File: src/rtl/ifetch_pc_gen.sv
// ifetch_pc_gen: PC generation and instruction-fetch stage feeding the IF/ID register.
//
// Holds the fetch PC and issues one outstanding request at a time to the
// instruction SRAM. Every cycle it presents pc/inst/fetch-exception info to IF/ID.
// When no instruction is ready it inserts a bubble (all zero). It applies jump
// redirects (with a delay slot) and exception/interrupt redirects. An exception
// redirect cancels any fetch that is still in flight.
//
// Optional build macro: FETCH_PERF_CNT_EN adds the perf_fetch_cnt and
// perf_wait_cnt outputs.
//
// Ports:
//   clk, reset           clock and synchronous active-high reset
//   stall                downstream stall; outputs hold while set
//   jmp, jmp_target      taken branch/jump from ID
//   int_flush, ex_vector exception/interrupt redirect from CP0
//   inst_req, inst_addr  SRAM request
//   inst_addr_ok         request accepted this cycle
//   inst_data_ok         read data valid this cycle
//   inst_rdata           read data
//   pc, inst             PC and instruction to IF/ID (inst = 0 is a bubble)
//   cp0_ex, cp0_excode, cp0_badvaddr  fetch exception info
//   perf_fetch_cnt, perf_wait_cnt     (FETCH_PERF_CNT_EN only)
//
// state  | meaning
// -------+-------------------------------------------------------------
// S_REQ  | requesting fetch_pc, or raising AdEL when fetch_pc is misaligned
// S_WAIT | request accepted; waiting for data (dropped if cancel is set)
// S_HOLD | data arrived during a stall and is parked in the pending buffer
// S_HALT | misaligned fetch reported; only int_flush leaves this state

module ifetch_pc_gen #(
    parameter logic [31:0] RESET_PC  = 32'hBFC0_0000,
    parameter logic [4:0]  ADEL_CODE = 5'h04
) (
    input  logic        clk,
    input  logic        reset,
    input  logic        stall,
    input  logic        jmp,
    input  logic [31:0] jmp_target,
    input  logic        int_flush,
    input  logic [31:0] ex_vector,
    output logic        inst_req,
    output logic [31:0] inst_addr,
    input  logic        inst_addr_ok,
    input  logic        inst_data_ok,
    input  logic [31:0] inst_rdata,
    output logic [31:0] pc,
    output logic [31:0] inst,
    output logic        cp0_ex,
    output logic [4:0]  cp0_excode,
    output logic [31:0] cp0_badvaddr
`ifdef FETCH_PERF_CNT_EN
    ,
    output logic [31:0] perf_fetch_cnt,
    output logic [31:0] perf_wait_cnt
`endif
);

    typedef enum logic [1:0] {S_REQ, S_WAIT, S_HOLD, S_HALT} state_t;

    state_t      state;
    logic [31:0] fetch_pc;
    logic [31:0] next_pc;
    logic        cancel;
    logic        pend_valid;
    logic [31:0] pend_pc;
    logic [31:0] pend_inst;

    logic        misaligned;
    logic        deliver;
    logic        advance;
    logic [31:0] dl_pc;
    logic [31:0] dl_inst;
    logic        dl_ex;
    logic [31:0] adv_pc;

    assign misaligned = |fetch_pc[1:0];
    // Gated by reset so that no request appears while reset is held.
    assign inst_req   = !reset && (state == S_REQ) && !misaligned;
    assign inst_addr  = fetch_pc;
    // The address after the current fetch. A jump in the same cycle as the
    // advance is for the instruction that is leaving now, which is the delay slot.
    assign adv_pc     = jmp ? jmp_target : next_pc;

    always_comb begin
        deliver = 1'b0;
        advance = 1'b0;
        dl_pc   = fetch_pc;
        dl_inst = 32'd0;
        dl_ex   = 1'b0;
        if (!stall) begin
            case (state)
                S_REQ: begin
                    if (misaligned) begin
                        deliver = 1'b1;
                        dl_ex   = 1'b1;
                    end
                end
                S_WAIT: begin
                    if (inst_data_ok && !cancel) begin
                        deliver = 1'b1;
                        advance = 1'b1;
                        dl_inst = inst_rdata;
                    end
                end
                S_HOLD: begin
                    if (pend_valid) begin
                        deliver = 1'b1;
                        advance = 1'b1;
                        dl_pc   = pend_pc;
                        dl_inst = pend_inst;
                    end
                end
                default: ;
            endcase
        end
    end

    always_ff @(posedge clk) begin
        if (reset) begin
            state        <= S_REQ;
            fetch_pc     <= RESET_PC;
            next_pc      <= RESET_PC + 32'd4;
            cancel       <= 1'b0;
            pend_valid   <= 1'b0;
            pend_pc      <= 32'd0;
            pend_inst    <= 32'd0;
            pc           <= 32'd0;
            inst         <= 32'd0;
            cp0_ex       <= 1'b0;
            cp0_excode   <= 5'd0;
            cp0_badvaddr <= 32'd0;
        end else begin
            // A flush forces a bubble even while the stage is stalled.
            if (int_flush || !stall) begin
                if (!int_flush && deliver) begin
                    pc           <= dl_pc;
                    inst         <= dl_inst;
                    cp0_ex       <= dl_ex;
                    cp0_excode   <= dl_ex ? ADEL_CODE : 5'd0;
                    cp0_badvaddr <= dl_ex ? dl_pc : 32'd0;
                end else begin
                    pc           <= 32'd0;
                    inst         <= 32'd0;
                    cp0_ex       <= 1'b0;
                    cp0_excode   <= 5'd0;
                    cp0_badvaddr <= 32'd0;
                end
            end

            if (int_flush) begin
                fetch_pc   <= ex_vector;
                next_pc    <= ex_vector + 32'd4;
                pend_valid <= 1'b0;
                case (state)
                    S_REQ: begin
                        // An accepted request still returns data; drop it on arrival.
                        if (inst_req && inst_addr_ok) begin
                            cancel <= 1'b1;
                            state  <= S_WAIT;
                        end else begin
                            state  <= S_REQ;
                        end
                    end
                    S_WAIT: begin
                        if (inst_data_ok) begin
                            cancel <= 1'b0;
                            state  <= S_REQ;
                        end else begin
                            cancel <= 1'b1;
                            state  <= S_WAIT;
                        end
                    end
                    default: state <= S_REQ;
                endcase
            end else begin
                case (state)
                    S_REQ: begin
                        if (misaligned) begin
                            if (!stall) state <= S_HALT;
                        end else if (inst_addr_ok) begin
                            state <= S_WAIT;
                        end
                    end
                    S_WAIT: begin
                        if (inst_data_ok) begin
                            if (cancel) begin
                                cancel <= 1'b0;
                                state  <= S_REQ;
                            end else if (!stall) begin
                                state <= S_REQ;
                            end else begin
                                pend_valid <= 1'b1;
                                pend_pc    <= fetch_pc;
                                pend_inst  <= inst_rdata;
                                state      <= S_HOLD;
                            end
                        end
                    end
                    S_HOLD: begin
                        if (!stall) begin
                            pend_valid <= 1'b0;
                            state      <= S_REQ;
                        end
                    end
                    default: ;
                endcase

                if (advance) begin
                    fetch_pc <= adv_pc;
                    next_pc  <= adv_pc + 32'd4;
                end else if (jmp) begin
                    next_pc <= jmp_target;
                end
            end
        end
    end

`ifdef FETCH_PERF_CNT_EN
    always_ff @(posedge clk) begin
        if (reset) begin
            perf_fetch_cnt <= 32'd0;
            perf_wait_cnt  <= 32'd0;
        end else begin
            // Count only real instructions: an AdEL report and a flushed delivery are excluded.
            if (deliver && advance && !int_flush)
                perf_fetch_cnt <= perf_fetch_cnt + 32'd1;
            if (state == S_WAIT || state == S_HOLD)
                perf_wait_cnt <= perf_wait_cnt + 32'd1;
        end
    end
`endif

endmodule
File: config.mk
export PLATFORM = sky130hd
export DESIGN_NAME = ifetch_pc_gen
export DESIGN_NICKNAME = d
export VERILOG_FILES = /design/src/rtl/ifetch_pc_gen.sv
export SDC_FILE = /design/constraint.sdc
export NUM_CORES = 1
export LEC_CHECK = 0
export ABC_AREA = 1
export CORE_AREA = 2 2 194 196
export DETAILED_ROUTE_END_ITERATION = 10
export DIE_AREA = 0 0 196 198
export GPL_ROUTABILITY_DRIVEN = 0
export HOLD_SLACK_MARGIN = 0.12
export PLACE_DENSITY_LB_ADDON = 0.15
export SYNTH_ARGS = -nofsm -noshare
export SYNTH_HDL_FRONTEND = slang
export SYNTH_SLANG_ARGS = --single-unit
File: constraint.sdc
create_clock -name clk -period 2.7 [get_ports clk]
set_clock_uncertainty 0.2 [all_clocks]
set_input_delay 0.54 -clock clk [delete_from_list [all_inputs] [get_ports clk]]
set_output_delay 0.54 -clock clk [all_outputs]
set_load 0.005 [all_outputs]
# After elaboration in Yosys (flattened, before gate mapping)
# Index checks and enable logic that the tools add are counted.
dict set report op_classes {
  reduce_logical 24
  bitwise_logic 2
  n_mux 51
  n_eq_ne 11
  add_sub_neg 2
}
# operator count
set ops {}
lappend ops {{$mux W32} 15}
lappend ops {{$add A32 B3 Y32 const B} 2}
lappend ops {{$pmux W32 S2} 1}
lappend ops {{$mux W1} 19}
lappend ops {{$mux W2} 8}
lappend ops {{$reduce_and A5 Y1} 3}
lappend ops {{$reduce_bool A2 Y1} 5}
lappend ops {{$ne A2 B2 Y1 const B} 4}
lappend ops {{$ne A4 B4 Y1 const B} 2}
lappend ops {{$mux W3} 2}
lappend ops {{$ne A3 B3 Y1 const B} 2}
lappend ops {{$pmux W1 S2} 3}
lappend ops {{$pmux W2 S3} 1}
lappend ops {{$logic_and A1 B1 Y1} 5}
lappend ops {{$logic_not A1 Y1} 5}
lappend ops {{$pmux W2 S2} 1}
lappend ops {{$reduce_and A4 Y1} 1}
lappend ops {{$reduce_bool A4 Y1} 1}
lappend ops {{$reduce_or A2 Y1} 2}
lappend ops {{$ne A3 B2 Y1 const B} 1}
lappend ops {{$pmux W1 S3} 1}
lappend ops {{$eq A2 B1 Y1 const B} 1}
lappend ops {{$eq A2 B2 Y1 const B} 1}
lappend ops {{$logic_not A2 Y1} 1}
lappend ops {{2 further kinds} 3}
dict set report word_totals {
  input_bits 103
  elab_cells 102
  out_inout_bits 135
  reg_bits 234
}

# Longest topological paths before layout
# Gate-level depths: netlist (run 1).
dict set report depth {
  word_depth 7
  depth_mapped 15
  mapped_depth_nobuf 13
}

# Worst setup path after synthesis (run 1)
# Ideal clock, no wire load.
dict set report synth_path {
  path_type {in2reg}
  from {input jmp}
  to {register next_pc[28]}
  path_slack_ps 505
  path_buffers 2
  setup_time_ps 121
  path_stages 13
  required_ps 2379
  t_arrival_ps 1875
  cell_sequence {buf_6 -> inv_8 -> buf_12 -> nand2_2 -> nand2_2 -> ha_1 -> nand2_1 -> nor2_4 -> nand4_4 -> nor2_2 -> nand3_1 -> nand2_1 -> nand3_1}
}
dict set report synth_between {
  elab_chain_cells 4
}
# item line
set synth_lines {}
lappend synth_lines {{start, declared} 39} ;# input logic jmp,
lappend synth_lines {{$mux W32 *} --}
lappend synth_lines {{$add A32 B3 Y32} 212} ;# next_pc <= adv_pc + 32'd4;
lappend synth_lines {{$mux W32 *} 210} ;# if (advance) begin
lappend synth_lines {{$mux W32 *} 152} ;# if (int_flush) begin
lappend synth_lines {{end signal, assigned} 154} ;# next_pc <= ex_vector + 32'd4;
lappend synth_lines {{end signal, assigned} 212}
lappend synth_lines {{end signal, assigned} 214} ;# next_pc <= jmp_target;
lappend synth_lines {{end, declared} 64} ;# logic [31:0] next_pc;
# Every way passes the cells marked *; elsewhere a longest branch is shown, timed or not.
# A chain may end at the register's enable or synchronous reset.

# Worst setup path in the final report (run 1)
dict set report layout_path {
  from {register state[0]}
  to {register next_pc[21]}
}
dict set report layout_between {
  elab_chain_cells 5
  word_cells_on_any_way 6
  classes_between {2 x eq/ne; 4 x mux}
}
# item line
set layout_lines {}
lappend layout_lines {{start, declared} 62} ;# state_t state;
lappend layout_lines {{start signal, assigned} 122} ;# state <= S_REQ;
lappend layout_lines {{start signal, assigned} 161} ;# state <= S_WAIT;
lappend layout_lines {{start signal, assigned} 163} ;# state <= S_REQ;
lappend layout_lines {{$eq A2 B2 Y1 / $eq A2 B1 Y1 (equally long branches)} 93} ;# case (state)
lappend layout_lines {{$pmux W1 S2 *} 93}
lappend layout_lines {{$mux W1 *} 92} ;# if (!stall) begin
lappend layout_lines {{$mux W32 *} 210}
lappend layout_lines {{$mux W32 *} 152}
# Marks and branches as above.

==> out/results.ini, run 1 <==
[critical_path]
r2r_start = state[0]
slowest_stage = dfxtp_1
r2r_cells = 13
rrSetupSlack_ns = 0.28
endpoint_kind = flip-flop
reg2reg_to = next_pc[21]
worstPathRequired_ns = 2.91
crit_path_max_fanout = 6
slowest_delay_ns = 0.36
worst_path_most_repeated_cell = nand2_1
cp.arrival_ns = 2.63
start_kind = flip-flop
crit_family = simple AND/OR/NAND/NOR gates
worstPathCellList = inv_1, ha_1, inv_1, nor2_1, nand2_1, nor2_4, nand3_1, nor2_1, nand3_1, nand2_1, nand2_1, nand2_1, nand2_1
crit_buf_inv = 2
critical_path_class = reg -> reg
path_depth = 13

[synth]
synthXorXnorAreaFrac_pct = 0.6988
synthCells = 1647
synth_top_cell_area_share_pct = 40.64
synthAdderAreaFrac_pct = 0.6656
muxShareOfSynthArea_pct = 0
synth_top_family_by_area = simple AND/OR/NAND/NOR gates
synthSimpleGateAreaFrac_pct = 24.63
yosys_warnings = 0
ys_top_cells_by_area = dfxtp_1, nand2_1, o21ai_0, inv_1, a21oi_1
synth.distinct_cells = 45
syn_area_mm2 = 0.01128
synth_top_cell_by_area = dfxtp_1
synth_edf_count = 0
ys_ff_latch = 229
synth.most_common_cell = nand2_1
synth-seq-area-share_pct = 40.64
syn_area_per_cell_um2 = 6.849
synth_compound_area_share_pct = 21.72
synth_commonest_cells = nand2_1, dfxtp_1, inv_1
ys.flop_type = dfxtp_1
async_reset_ff_share_pct = 0

[final_layout]
drive_above_1_share_pct = 10.84
area_delta_synth_final_pct = 37.78
stdcell_count = 2402
nNetsFinal = 2019
diodes = 0

[global_routing]
grt_start_max_net_pins = 115
grt_pass1_vias = 10480
grt_pass1_wl_um = 58940
grtUsageTotal_pct = 19.00
overflow = 0
antenna_found_initial = 0

[min_path]
whs_endpoint = pend_pc[17]
worstHoldPathCells = 2
hold_class = reg -> reg
min_from = pend_pc[17]

[timing]
period_needed_ns = 2.422
rsz0062_at_grt = false
max_freq_ghz = 0.4129
slew-limit-headroom_pct = 44.23
hold_viol = 0
min_period_over_period_pct = 89.70
worst_slew_pin_slew_ns = 0.8365
finalSetupViolCount = 0
worst_hold_slack_ns = 0.2409
slew_viol_final = 0

[cts]
clk_pin_slew_worst_paths_ns = 0.06
cts.hold.buffers_added = 0
cts_tree = yes
cts_sinks = 229
clk_path_buf_depth = 3
cts_setup_buffers = 0
clk-insertion-delay-late_ns = 0.54
cts_root_buf = clkbuf_16
cts-htree-levels = 1
cts_buffers = 27

[floorplanning]
io_pins = 238
fp.coreArea_mm2 = 0.03696
dieArea_mm2 = 0.03881
die_h_um = 198
fp.dieW_um = 196
num_rows = 71
start_util_pct = 30.52

[detailed_routing]
vias = 11380
drtPass1Iterations = 5
ant_nets = 0
finalWirelength_um = 37840
post_drt_wl_per_cell_um = 15.75
drt-initial-drc-count = 678
drc = 0
viasPerCell = 4.737

[placement]
hpwl_um = 28040
placed_cells = 2355
io_buffers = 233

[power_and_ir_drop]
fin_total_pwr_mw = 9.128
power_density_mw_per_mm2 = 587.4
vdd_drop_max_v = 0.0003064
p_leak_nw = 6.113

[status]
status = complete, no violations

[flow_run]
cap_violations = 0

==> per-layer routing <==
layer	part of all wire (%)	wire (µm)	track usage (%)
met1	50	18980	27.92
met3	4.6	1724	2.180
met5	0	0	0
met2	43	16110	29.17
met4	2.7	1023	5.415
==> cell families (layout without fill, tap and decap cells) <==
family	after synthesis	count (layout)
adder cells (fa/ha/maj)	6	6
XOR/XNOR	9	9
AO/OA/AOI/OAI	428	428
flip-flops	229	229
AND/OR/NAND/NOR	656	656
buffers and inverters	318	596
other	1	4
==> area by class of cell <==
type                    instances  area [µm²]
fillers                      3844       21410
multi-input cells            1103        5409
flip-flops and latches        229        4584
repair buffers                334        3232
inverters                     215       815.8
clock buffers                  39       780.7
well taps                     474       593.1
clock inverters                 8       126.4
==> through the flow <==
stage | instance area [µm²] | setup slack (ns) | utilization, % | TNS (ns)
floorplan | 11290 | 0.5046 | - | 0
global placement | 14640 | -0.1193 | 39.60 | -0.8417
detailed placement | 14640 | -0.1635 | 39.60 | -1.645
CTS | 15540 | 0.2435 | 42.05 | 0
global route | 15540 | 0.1171 | 42.05 | 0
finish | 15540 | 0.2781 | 42.05 | 0
==> worst max path at each step <==
stage | end | startpoint | slack (ns)
5_1_grt | next_pc[28] | state[1] | 0.12
6_report | next_pc[21] | state[0] | 0.28
4_1_cts | inst_req | state[0] | 0.24
3_3_place_gp | next_pc[25] | ex_vector[9] | -0.12
3_5_place_dp | next_pc[28] | jmp | -0.16
2_1_floorplan | next_pc[28] | jmp | 0.50
==> placed cells by master (no fill, tap or decap), types with 4 or more instances in the layout <==
cell type,n
nand2_1,324
inv_2,6
nor2_4,6
a22oi_1,64
o22ai_1,4
nand3b_1,5
a21oi_1,154
clkdlybuf4s50_1,230
nand3_1,64
clkbuf_8,6
dfxtp_1,229
nor3_1,14
nor2_1,193
nand2_2,14
conb_1,4
inv_1,206
a32o_1,14
nand3_2,4
xor2_1,6
o211ai_1,5
clkbuf_1,6
clkbuf_16,27
or2_2,6
o21ai_2,7
ha_1,6
buf_4,90
a31oi_1,10
nand4_1,5
buf_12,12
o21ai_1,8
nor2_2,16
o21ai_0,156
==> tightest hold or removal path, stage by stage (launching register included) <==
cell	delay, ns
dfxtp_1	0.29
inv_1	0.05
a21oi_1	0.05
==> sequential cells by signal, indices dropped and copies added (netlist names) <==
| signal | flops |
|---|---|
| pend_inst | 32 |
| inst | 32 |
| cancel | 1 |
| pc | 32 |
| inst_addr | 32 |
| state | 2 |
| pend_valid | 1 |
| cp0_badvaddr | 32 |
| pend_pc | 32 |
| cp0_excode | 1 |
| next_pc | 32 |
==> power by group <==
part           internal (mW)  total (mW)  leakage, nW  switching [mW]
Sequential              3.57        3.69         1.86           0.122
Clock                   2.28        3.72        0.446            1.44
Combinational          0.720        1.72         3.80           0.996
==> what timing repair did <==
item                                   in CTS  in global routing
setup endpoints to repair                   1                  0
endpoints found under the hold margin       0                  0
resized for setup                           1                  0
Note: power is estimated with default switching activity, not from simulation.
==> run 2: changes to the inputs <==
--- a/config.mk
+++ b/config.mk
@@ -15,3 +15,4 @@
 export SYNTH_ARGS = -nofsm -noshare
 export SYNTH_HDL_FRONTEND = slang
 export SYNTH_SLANG_ARGS = --single-unit
+export TNS_END_PERCENT = 20
==> results of run 2 <==
No change in the layout: final DEF, timing and power equal those of run 1.
==> run 3: changes to the inputs <==
--- a/config.mk
+++ b/config.mk
@@ -6,9 +6,9 @@
 export NUM_CORES = 1
 export LEC_CHECK = 0
 export ABC_AREA = 1
-export CORE_AREA = 2 2 194 196
+export CORE_AREA = 2 2 224 171
 export DETAILED_ROUTE_END_ITERATION = 10
-export DIE_AREA = 0 0 196 198
+export DIE_AREA = 0 0 226 173
 export GPL_ROUTABILITY_DRIVEN = 0
 export HOLD_SLACK_MARGIN = 0.12
 export PLACE_DENSITY_LB_ADDON = 0.15
==> constraint.sdc (replaced) <==
create_clock -name clk -period 2.7 [get_ports clk]
set_clock_uncertainty 0.2 [all_clocks]
set_input_delay 0.675 -clock clk [delete_from_list [all_inputs] [get_ports clk]]
set_output_delay 0.675 -clock clk [all_outputs]
set_load 0.005 [all_outputs]
==> out/results.ini, run 3 (synthesized netlist as in run 1, its figures left out) <==
[critical_path]
cp.arrival_ns = 1.68  ; -0.95 ns
crit_family = flip-flops
worstPathRequired_ns = 1.82  ; -1.09 ns
r2r_cells = 14  ; +1
worstPathCellList = inv_1, ha_2, nand2_1, nor2_1, clkdlybuf4s15_1
slowest_stage = dfxtp_1
critical_path_class = reg -> out
start_kind = flip-flop
endpoint_kind = primary output
reg2reg_to = next_pc[30]
crit_buf_inv = 2  ; unchanged
r2r_start = state[1]
rrSetupSlack_ns = 0.24  ; -0.04 ns
path_depth = 5  ; -8
crit_path_max_fanout = 4  ; -2
slowest_delay_ns = 0.35  ; about the same

[cts]
cts_buffers = 25  ; -7.4%
clk_pin_slew_worst_paths_ns = 0.06  ; about the same
clk_path_buf_depth = 3  ; unchanged
clk-insertion-delay-late_ns = 0.54  ; about the same
cts.hold.buffers_added = 0  ; unchanged
cts_tree = yes
cts-htree-levels = 1  ; unchanged
cts_sinks = 229  ; unchanged
cts_root_buf = clkbuf_16
cts_resized = 1  ; unchanged
cts_setup_buffers = 0  ; unchanged

[final_layout]
area_delta_synth_final_pct = 39.99
multi_input_area_mm2 = 0.005416  ; +0.14%
nFillCells = 3773  ; -1.8%
drive_above_1_share_pct = 12.50  ; +1.7 points
final_area_mm2 = 0.01579  ; +1.6%
layout_commonest_cell = nand2_1
nNetsFinal = 2051  ; +1.6%
layout_common_cells = nand2_1, clkdlybuf4s50_1, dfxtp_1, inv_1, nor2_1
seq_area_mm2 = 0.004584  ; unchanged
diodes = 0  ; unchanged

[global_routing]
grt_pass1_wl_um = 62530  ; +6.1%
grt_start_max_net_pins = 116  ; +0.87%
overflow = 0  ; unchanged
grt_pass1_vias = 11410  ; +8.8%
grtUsageTotal_pct = 20.13  ; +1.1 points
antenna_found_initial = 0  ; unchanged

[power_and_ir_drop]
fin_total_pwr_mw = 8.834  ; -3.2%
p_leak_nw = 6.245  ; +2.2%
vdd_drop_max_v = 0.0004093  ; +34%
power_density_mw_per_mm2 = 559.4  ; -4.8%

[flow_run]
cap_violations = 0  ; unchanged

[min_path]
worstHoldPathCells = 2  ; unchanged
whs_endpoint = pend_inst[13]
min_from = pend_inst[13]
hold_class = reg -> reg

[timing]
min_period_over_period_pct = 94.53  ; +4.8 points
hold_viol = 0  ; unchanged
rsz0062_at_grt = false
worst_slew_pin_slew_ns = 0.6087  ; -0.2278 ns
period_needed_ns = 2.552  ; +0.1303 ns
slew_viol_final = 0  ; unchanged
finalSetupViolCount = 0  ; unchanged
max_freq_ghz = 0.3918  ; -5.1%
slew-limit-headroom_pct = 59.42  ; +15 points

[status]
status = complete, no violations

[detailed_routing]
viasPerCell = 4.819  ; +1.7%
vias = 11880  ; +4.4%
finalWirelength_um = 40020  ; +5.8%
post_drt_wl_per_cell_um = 16.24  ; +3.1%
drc = 0  ; unchanged
ant_nets = 0  ; unchanged
drtPass1Iterations = 5  ; unchanged
drt-initial-drc-count = 815  ; +20%

[placement]
hpwl_um = 29100  ; +3.8%
io_buffers = 233  ; unchanged
dpl-instance-area_mm2 = 0.01499  ; +2.4%

[floorplanning]
die_h_um = 173  ; -13%
dieArea_mm2 = 0.03910  ; +0.75%
fp.coreArea_mm2 = 0.03671  ; -0.66%
fp.dieW_um = 226  ; +15%
start_util_pct = 30.72  ; +0.20 points
io_pins = 238  ; unchanged
num_rows = 61  ; -14%

==> run 3: changes by cell type in the layout (fill, tap and decap cells not counted), moves of 2 or more <==
| cell | delta |
|---|---|
| clkbuf_8 | -2 |
| clkinvlp_4 | +2 |
| nor2_1 | -2 |
| clkbuf_16 | -2 |
| buf_4 | +29 |
| nor2_2 | +2 |
| buf_12 | +5 |
| bufinv_16 | -2 |
| clkinv_2 | +4 |
==> run 3: report_power, final <==
part	internal (mW)	leakage (nW)	switching (mW)
logic	0.766	3.99	1.02
registers	3.56	1.86	0.126
clock network	1.91	0.389	1.45
==> run 3: worst register-to-register path, cell delays in order, from the launching register on <==
cell and delay, ns:
dfxtp_1 0.41, inv_1 0.09, ha_2 0.34, inv_1 0.07, nor2_1 0.08, nand2_1 0.10, buf_12 0.16, nor2_4 0.16
nand3_1 0.14, inv_1 0.17, nand3b_1 0.21, clkinv_1 0.08, nand2_1 0.05, nand3_1 0.06, nand2_1 0.04
==> run 3: how the worst max path moves through the flow <==
stage                             end  slack (ns)  startpoint
after detailed placement  next_pc[30]       -0.35         jmp
after global placement    next_pc[30]       -0.37         jmp
final                        inst_req        0.15    state[1]
after global routing         inst_req       0.003    state[1]
after floorplan           next_pc[28]        0.37         jmp
after CTS                    inst_req        0.07    state[1]
==> run 3: stage by stage <==
step                setup slack, ns  hold slack, ns  std cells  TNS, ns  utilization (%)
floorplan                    0.3696          0.2245       1650        0                -
global placement            -0.3674          0.2319       2419   -4.750            40.83
detailed placement          -0.3487          0.2371       2419   -5.262            40.83
CTS                         0.07186          0.2464       2464        0            42.99
global route               0.003231          0.2604       2464        0            43.01
finish                       0.1477          0.2436       2464        0            43.01
==> run 3: final cells by class <==
cell class	instances	area share (%)
multi-input cells	1103	34.30
flip-flops and latches	229	29.03
repair buffers	368	22.49
inverters	215	5.166
clock buffers	34	4.429
well taps	504	3.994
clock inverters	11	0.5864
==> run 3: routing by layer <==
metal  up-vias  GRT usage (%)  wire length (µm)
li1       5929              -                 -
met3        52          4.027              2753
met1      5571          27.05             18190
met5         -              0                 0
met4         0          4.222               788
met2       323          33.31             18290
